File: config.mk
export PLATFORM = sky130hd
export DESIGN_NAME = decoder2to4_buf
export DESIGN_NICKNAME = d
export VERILOG_FILES = /design/src/rtl/decoder2to4_buf.sv
export SDC_FILE = /design/constraint.sdc
export NUM_CORES = 1
export LEC_CHECK = 0
export CORE_UTILIZATION = 25
export DETAILED_ROUTE_END_ITERATION = 10
export DONT_BUFFER_PORTS = 1
export PLACE_DENSITY = 0.46
export SLEW_MARGIN = 40
export SYNTH_ARGS = -nofsm -noshare
export SYNTH_HDL_FRONTEND = slang
export SYNTH_SLANG_ARGS = --single-unit
File: constraint.sdc
create_clock -name clk -period 2.15 [get_ports clk]
set_input_delay 0.645 -clock clk [delete_from_list [all_inputs] [get_ports clk]]
set_output_delay 0.645 -clock clk [all_outputs]
set_load 0.03 [all_outputs]
File: src/rtl/decoder2to4_buf.sv
/*----------------------------------------------------------------------------
 * decoder2to4_buf: 2-to-4 one-hot decoder behind a 2-entry valid/ready FIFO.
 * Optional per-line saturating hit counters when DECODER2TO4_HITCNT_EN is set.
 * Revision: 1.0
 *--------------------------------------------------------------------------*/
`default_nettype none

module decoder2to4_buf #(
  parameter int CNT_W = 8
) (
  input  logic               clk,
  input  logic               rst,
  input  logic               in_valid,
  output logic               in_ready,
  input  logic [1:0]         a,
  input  logic               en,
  output logic               out_valid,
  input  logic               out_ready,
  output logic [3:0]         y,
  output logic [1:0]         count,
  output logic [4*CNT_W-1:0] hit_cnt
);

  logic [1:0] count_q, count_d;
  logic [3:0] slot0_q, slot0_d;
  logic [3:0] slot1_q, slot1_d;
  logic       push;
  logic       pop;
  logic [3:0] new_entry;

  // in_ready depends only on stored occupancy and reset, never on out_ready
  assign in_ready  = (count_q != 2'd2) && !rst;
  assign out_valid = (count_q != 2'd0);
  assign y         = out_valid ? slot0_q : 4'b0000;
  assign count     = count_q;
  assign push      = in_valid && in_ready;
  assign pop       = out_valid && out_ready;
  assign new_entry = en ? (4'b0001 << a) : 4'b0000;

  always_comb begin
    count_d = count_q;
    slot0_d = slot0_q;
    slot1_d = slot1_q;
    if (push && pop) begin
      // Only reachable with one entry held: the new entry becomes the head
      slot0_d = new_entry;
    end else if (pop) begin
      slot0_d = slot1_q;
      count_d = count_q - 2'd1;
    end else if (push) begin
      if (count_q == 2'd0) slot0_d = new_entry;
      else                 slot1_d = new_entry;
      count_d = count_q + 2'd1;
    end
  end

  always_ff @(posedge clk) begin
    if (rst) begin
      count_q <= 2'd0;
      slot0_q <= 4'b0000;
      slot1_q <= 4'b0000;
    end else begin
      count_q <= count_d;
      slot0_q <= slot0_d;
      slot1_q <= slot1_d;
    end
  end

`ifdef DECODER2TO4_HITCNT_EN
  logic [CNT_W-1:0] hit_q [4];
  logic [CNT_W-1:0] hit_d [4];

  always_comb begin
    for (int i = 0; i < 4; i++) begin
      hit_d[i] = hit_q[i];
      if (push && en && (a == 2'(i)) && (hit_q[i] != {CNT_W{1'b1}}))
        hit_d[i] = hit_q[i] + CNT_W'(1);
    end
  end

  always_ff @(posedge clk) begin
    for (int i = 0; i < 4; i++) begin
      if (rst) hit_q[i] <= '0;
      else     hit_q[i] <= hit_d[i];
    end
  end

  assign hit_cnt = {hit_q[3], hit_q[2], hit_q[1], hit_q[0]};
`else
  assign hit_cnt = '0;
`endif

endmodule

`default_nettype wire

[Word-level counts from Yosys, hierarchy flattened]
Cells that the tools add are included.
Cells by class
  $add $sub $neg: 2
  equal/unequal tests: 1
  shift operators: 1
  multiplexer cells: 8
  bitwise gates (word level): 3
  reductions and logical operators: 13
Operator list (count)
  $mux W4: 6
  $reduce_bool A3 Y1: 2
  $logic_and A1 B1 Y1: 4
  $mux W2: 2
  $reduce_and A2 Y1: 2
  $reduce_and A4 Y1: 1
  $reduce_bool A2 Y1: 2
  $shl A1 B2 Y4 const A: 1
  $not A1 Y1: 3
  $add A2 B1 Y2 const B: 1
  $logic_not A2 Y1: 1
  $ne A2 B2 Y1 const B: 1
  $sub A2 B1 Y2 const B: 1
  $logic_not A1 Y1: 1
Word-level totals
  register bits after elaboration: 10
  input bits: 7
  output and inout bits: 40
  logic and storage cells: 31

[Longest topological paths before layout]
  word-level depth: 6
  depth in mapped cells: 5
  gate-level depth less buffers: 4

[Least setup slack after synthesis]
OpenSTA, ideal clock, no wires.
  path type: input to output
  start point: in rst
  end point: out in_ready
  data arrival time: 1.361 ns
  data required time: 1.505 ns
  setup slack: 0.144 ns
  stages on the path: 2
  buffers on the path: 1
  path through: clkbuf_1 a21oi_1
On the way
  word-level cells in the longest chain between the ends: 2
RTL lines
  from (decl): line 12  | input logic rst,
  $logic_not A1 Y1: line 32  | assign in_ready = (count_q != 2'd2) && !rst;
  $logic_and A1 B1 Y1: line 32
  to (decl): line 14  | output logic in_ready,
Every way passes these cells.

[Worst setup path after layout]
  start point: reg count_q[0] (netlist: count[0])
  end point: out in_ready
On the way
  word-level cells in the longest chain between the ends: 2
RTL lines
  from (decl): line 24  | logic [1:0] count_q, count_d;
  from (signal assigned): line 63  | count_q <= count_d;
  $ne A2 B2 Y1: line 32
  $logic_and A1 B1 Y1: line 32
Every way passes these cells.

==> flow_summary_export.csv <==
group,metric,value,unit
logic_synthesis,synth-warning-count,0,
timing,unrepaired_setup_endpoints_after_global_routing,"false",
clocking,post-cts-setup-buffer-count,0,
cells_and_area,area.growth.synth_to_final,0.144,%
logic_synthesis,synth_area_leader_cell,"buf_4",
clocking,cts-buffers-inserted,3,
global_routing,grt_start_max_net_pins,14,
logic_synthesis,synth_seq_cells,10,
logic_synthesis,netlist_top_cells_area,"buf_4, dfxtp_1, mux2i_1",
timing,final_setup_slack_of_the_worst_path,0.218,ns
global_routing,grt_util_all_layers,9.20,%
floorplan,effective_utilization_at_floorplan,26.0,%
logic_synthesis,yosys.cell_count.top_type,"buf_4",
timing,holdWs,0.436,ns
power_and_ir_drop,vdd_ir_drop_max,295,uV
clocking,clock_path_buffers,2,
clocking,cts_hold_buffers,0,
timing,setup-violations-final,0,
routing,totalWireLength,1470,um
cells_and_area,drive_above_1_share,21.6,%
critical_path,critPathLaunchType,"flip-flop",
worst_hold_path,holdCritPathClass,"in -> reg",
global_routing,global_route_congestion_overflow_total,0,
global_routing,first_global_vias,566,
critical_path,worst_path_largest_cell_delay,0.43,ns
run,maxCapViolations,0,
placed_design,placedCellCount,153,
clocking,clock_sink_count,10,
power_and_ir_drop,totalPowerFinal,556,uW
routing,route.vias.total,609,
placed_design,place.detailed.hpwl,1160,um
critical_path,r2r_cell_count,5,
floorplan,die-area,3710,um^2
global_routing,gr-usage-met2,14.6,%
critical_path,worstPathArrival,1.29,ns
critical_path,critical_path_required,1.50,ns
power_and_ir_drop,clkPwrFrac,31.1,%
logic_synthesis,synth-async-reset-ratio,0,%
logic_synthesis,synth_top_area_share,28.6,%
logic_synthesis,synthesized_instance_count,105,
global_routing,grt_antenna_before_repair,0,
routing,postRouteAntennaNets,0,
critical_path,setup.worst_path.end_class,"output pin",
critical_path,worst_reg2reg_endpoint,"slot1_q[0]",
placed_design,placement.io_buffers,0,
floorplan,core.rowCount,21,
power_and_ir_drop,netSwitchingPower,212,uW
critical_path,timing.critical_path.buf_inv,3,
worst_hold_path,hold_path_startpoint,"rst",
floorplan,floorplan.die.width,60.9,um
global_routing,global_route_wire_length_before_repair,2450,um
critical_path,flop_to_flop_setup_slack,0.58,ns
power_and_ir_drop,leakagePower,0.000393,uW
status,run_status,"completed",
cells_and_area,finish.net_count,119,
power_and_ir_drop,share_comb_of_total_power,32.6,%
routing,drt-initial-drc-count,20,
cells_and_area,diodes,0,
critical_path,worst-setup-path-type,"reg -> out",
routing,vias_per_cell,3.88,
clocking,cts_max_level,1,
timing,finalCritPeriodShare,89.8,%
routing,drc_errors,0,
timing,finalWorstPathRequiredPeriod,1.93,ns
routing,avgRoutedWirePerCell,9.38,um
clocking,insertion_delay_of_the_later_clocked_pin_in_the_worst_skew_pair,0.27,ns
clocking,tritoncts,"built",
placed_design,dpl_worst_slack,0.501,ns
clocking,post_cts_resize_count,0,
routing,drt_pre_antenna_iters,2,
logic_synthesis,yosys-top-cells-count,"buf_4, nor2_1, dfxtp_1, mux2i_1",
logic_synthesis,synth-edff-count,0,
critical_path,critical_path.slowest_cell,"dfxtp_1",
logic_synthesis,synth_area,867,um^2
critical_path,crit_path_cell_trace,"buf_4, inv_2, a21oi_1, buf_4",
cells_and_area,finish.cell_count_without_fillers,157,
critical_path,timing.critical_path.fanout_max,6,
global_routing,globalRouteMet3Util,3.20,%
clocking,clock_tree.root_cell,"clkbuf_4",
logic_synthesis,synth.distinct_cells,30,
floorplan,die_h,60.9,um
clocking,worst_setup_hold_path_clk_slew,0.07,ns
cells_and_area,multiInputGateArea,514,um^2
timing,finalMaxSlewViolations,0,
power_and_ir_drop,power.switching_fraction,38.1,%
power_and_ir_drop,seq_power_share,36.3,%
floorplan,io_pins,47,
logic_synthesis,syn_area_per_cell,8.26,um^2
worst_hold_path,whs_path_depth,1,
global_routing,gr-max-usage-layer,"met2",
logic_synthesis,synthFlopType,"dfxtp_1",
timing,max_freq,0.518,GHz
cells_and_area,sequential_cell_area_in_the_final_layout,200,um^2
critical_path,path_delay_family,"buffers and inverters",
timing,final.setup_skew,0.00564,ns
worst_hold_path,min_to,"slot0_q[1]",
timing,tns,0,ns
cells_and_area,fillerInstances,385,
global_routing,groute.layer.met1.usage,11.7,%
critical_path,worst_r2r_startpoint,"count[0]",
power_and_ir_drop,power_per_cell_area,640,nW/um^2
placed_design,place_congestion,0.800,
timing,final_hold_viol_count,0,
critical_path,cpMostUsedCell,"buf_4",
floorplan,core_area,3340,um^2
logic_synthesis,synth.yosys.seq_area_share,23.1,%
power_and_ir_drop,cell_internal_pwr,344,uW
-- how the worst max path moves through the flow --
| stage | from | cells after the start | endpoint |
|---|---|---|---|
| floorplan | rst | 2 | in_ready |
| global placement | a[1] | 3 | slot0_q[0] |
| detailed placement | count[0] | 3 | y[3] |
| CTS | count[0] | 4 | in_ready |
| global route | count[0] | 3 | y[3] |
| finish | count[0] | 4 | in_ready |
-- through the flow --
| stage | util (%) | instance area (um^2) |
|---|---|---|
| floorplan | - | 983 |
| global placement | 24.9 | 832 |
| detailed placement | 24.9 | 832 |
| CTS | 26.0 | 868 |
| global route | 26.0 | 868 |
| finish | 26.0 | 868 |
-- area by class of cell --
type                       count  area share, %
clock buffer                   4           4.18
tap                           46           6.63
inverter                       2          0.865
multi-input combinational     88           59.2
sequential                    10           23.1
timing repair buffer           7           6.05
-- flip-flops by register name (all words and copies together) (netlist names) --
signal	count
slot0_q	4
slot1_q	4
count	2
-- metal layers --
layer	vias to the layer above	part of all wire, %
li1	295	-
met2	27	44
met1	285	50
met3	2	5.2
met4	0	0.61
met5	-	0
-- kinds of logic after synthesis --
kind of cell	Yosys count	synth area share, %
AOI/OAI and AO/OA	12	11.0
buffers and inverters	38	31.0
DFF	10	23.1
muxes	8	9.38
other	1	0.432
and+or+nand+nor	36	25.1
-- placed cells by master (no fill, tap or decap), types with 3 or more instances in the layout --
cell and count:
nor2_1 14, mux2i_1 7, clkbuf_4 3, or2_2 3
conb_1 32, nand2b_1 4, a2111oi_2 3, nor2b_1 4
a21oi_1 4, buf_4 7, dfxtp_1 10
-- power by group through the flow --
stage                     sequential (uW)  clock [uW]  combinational (uW)
final                                 202         173                 181
after global routing                  203         189                 199
after CTS                             202         173                 182
after detailed placement              206           0                 182
after global placement                205           0                 180
after floorplan                       210           0                 207
(Power assumes the default switching activity.)
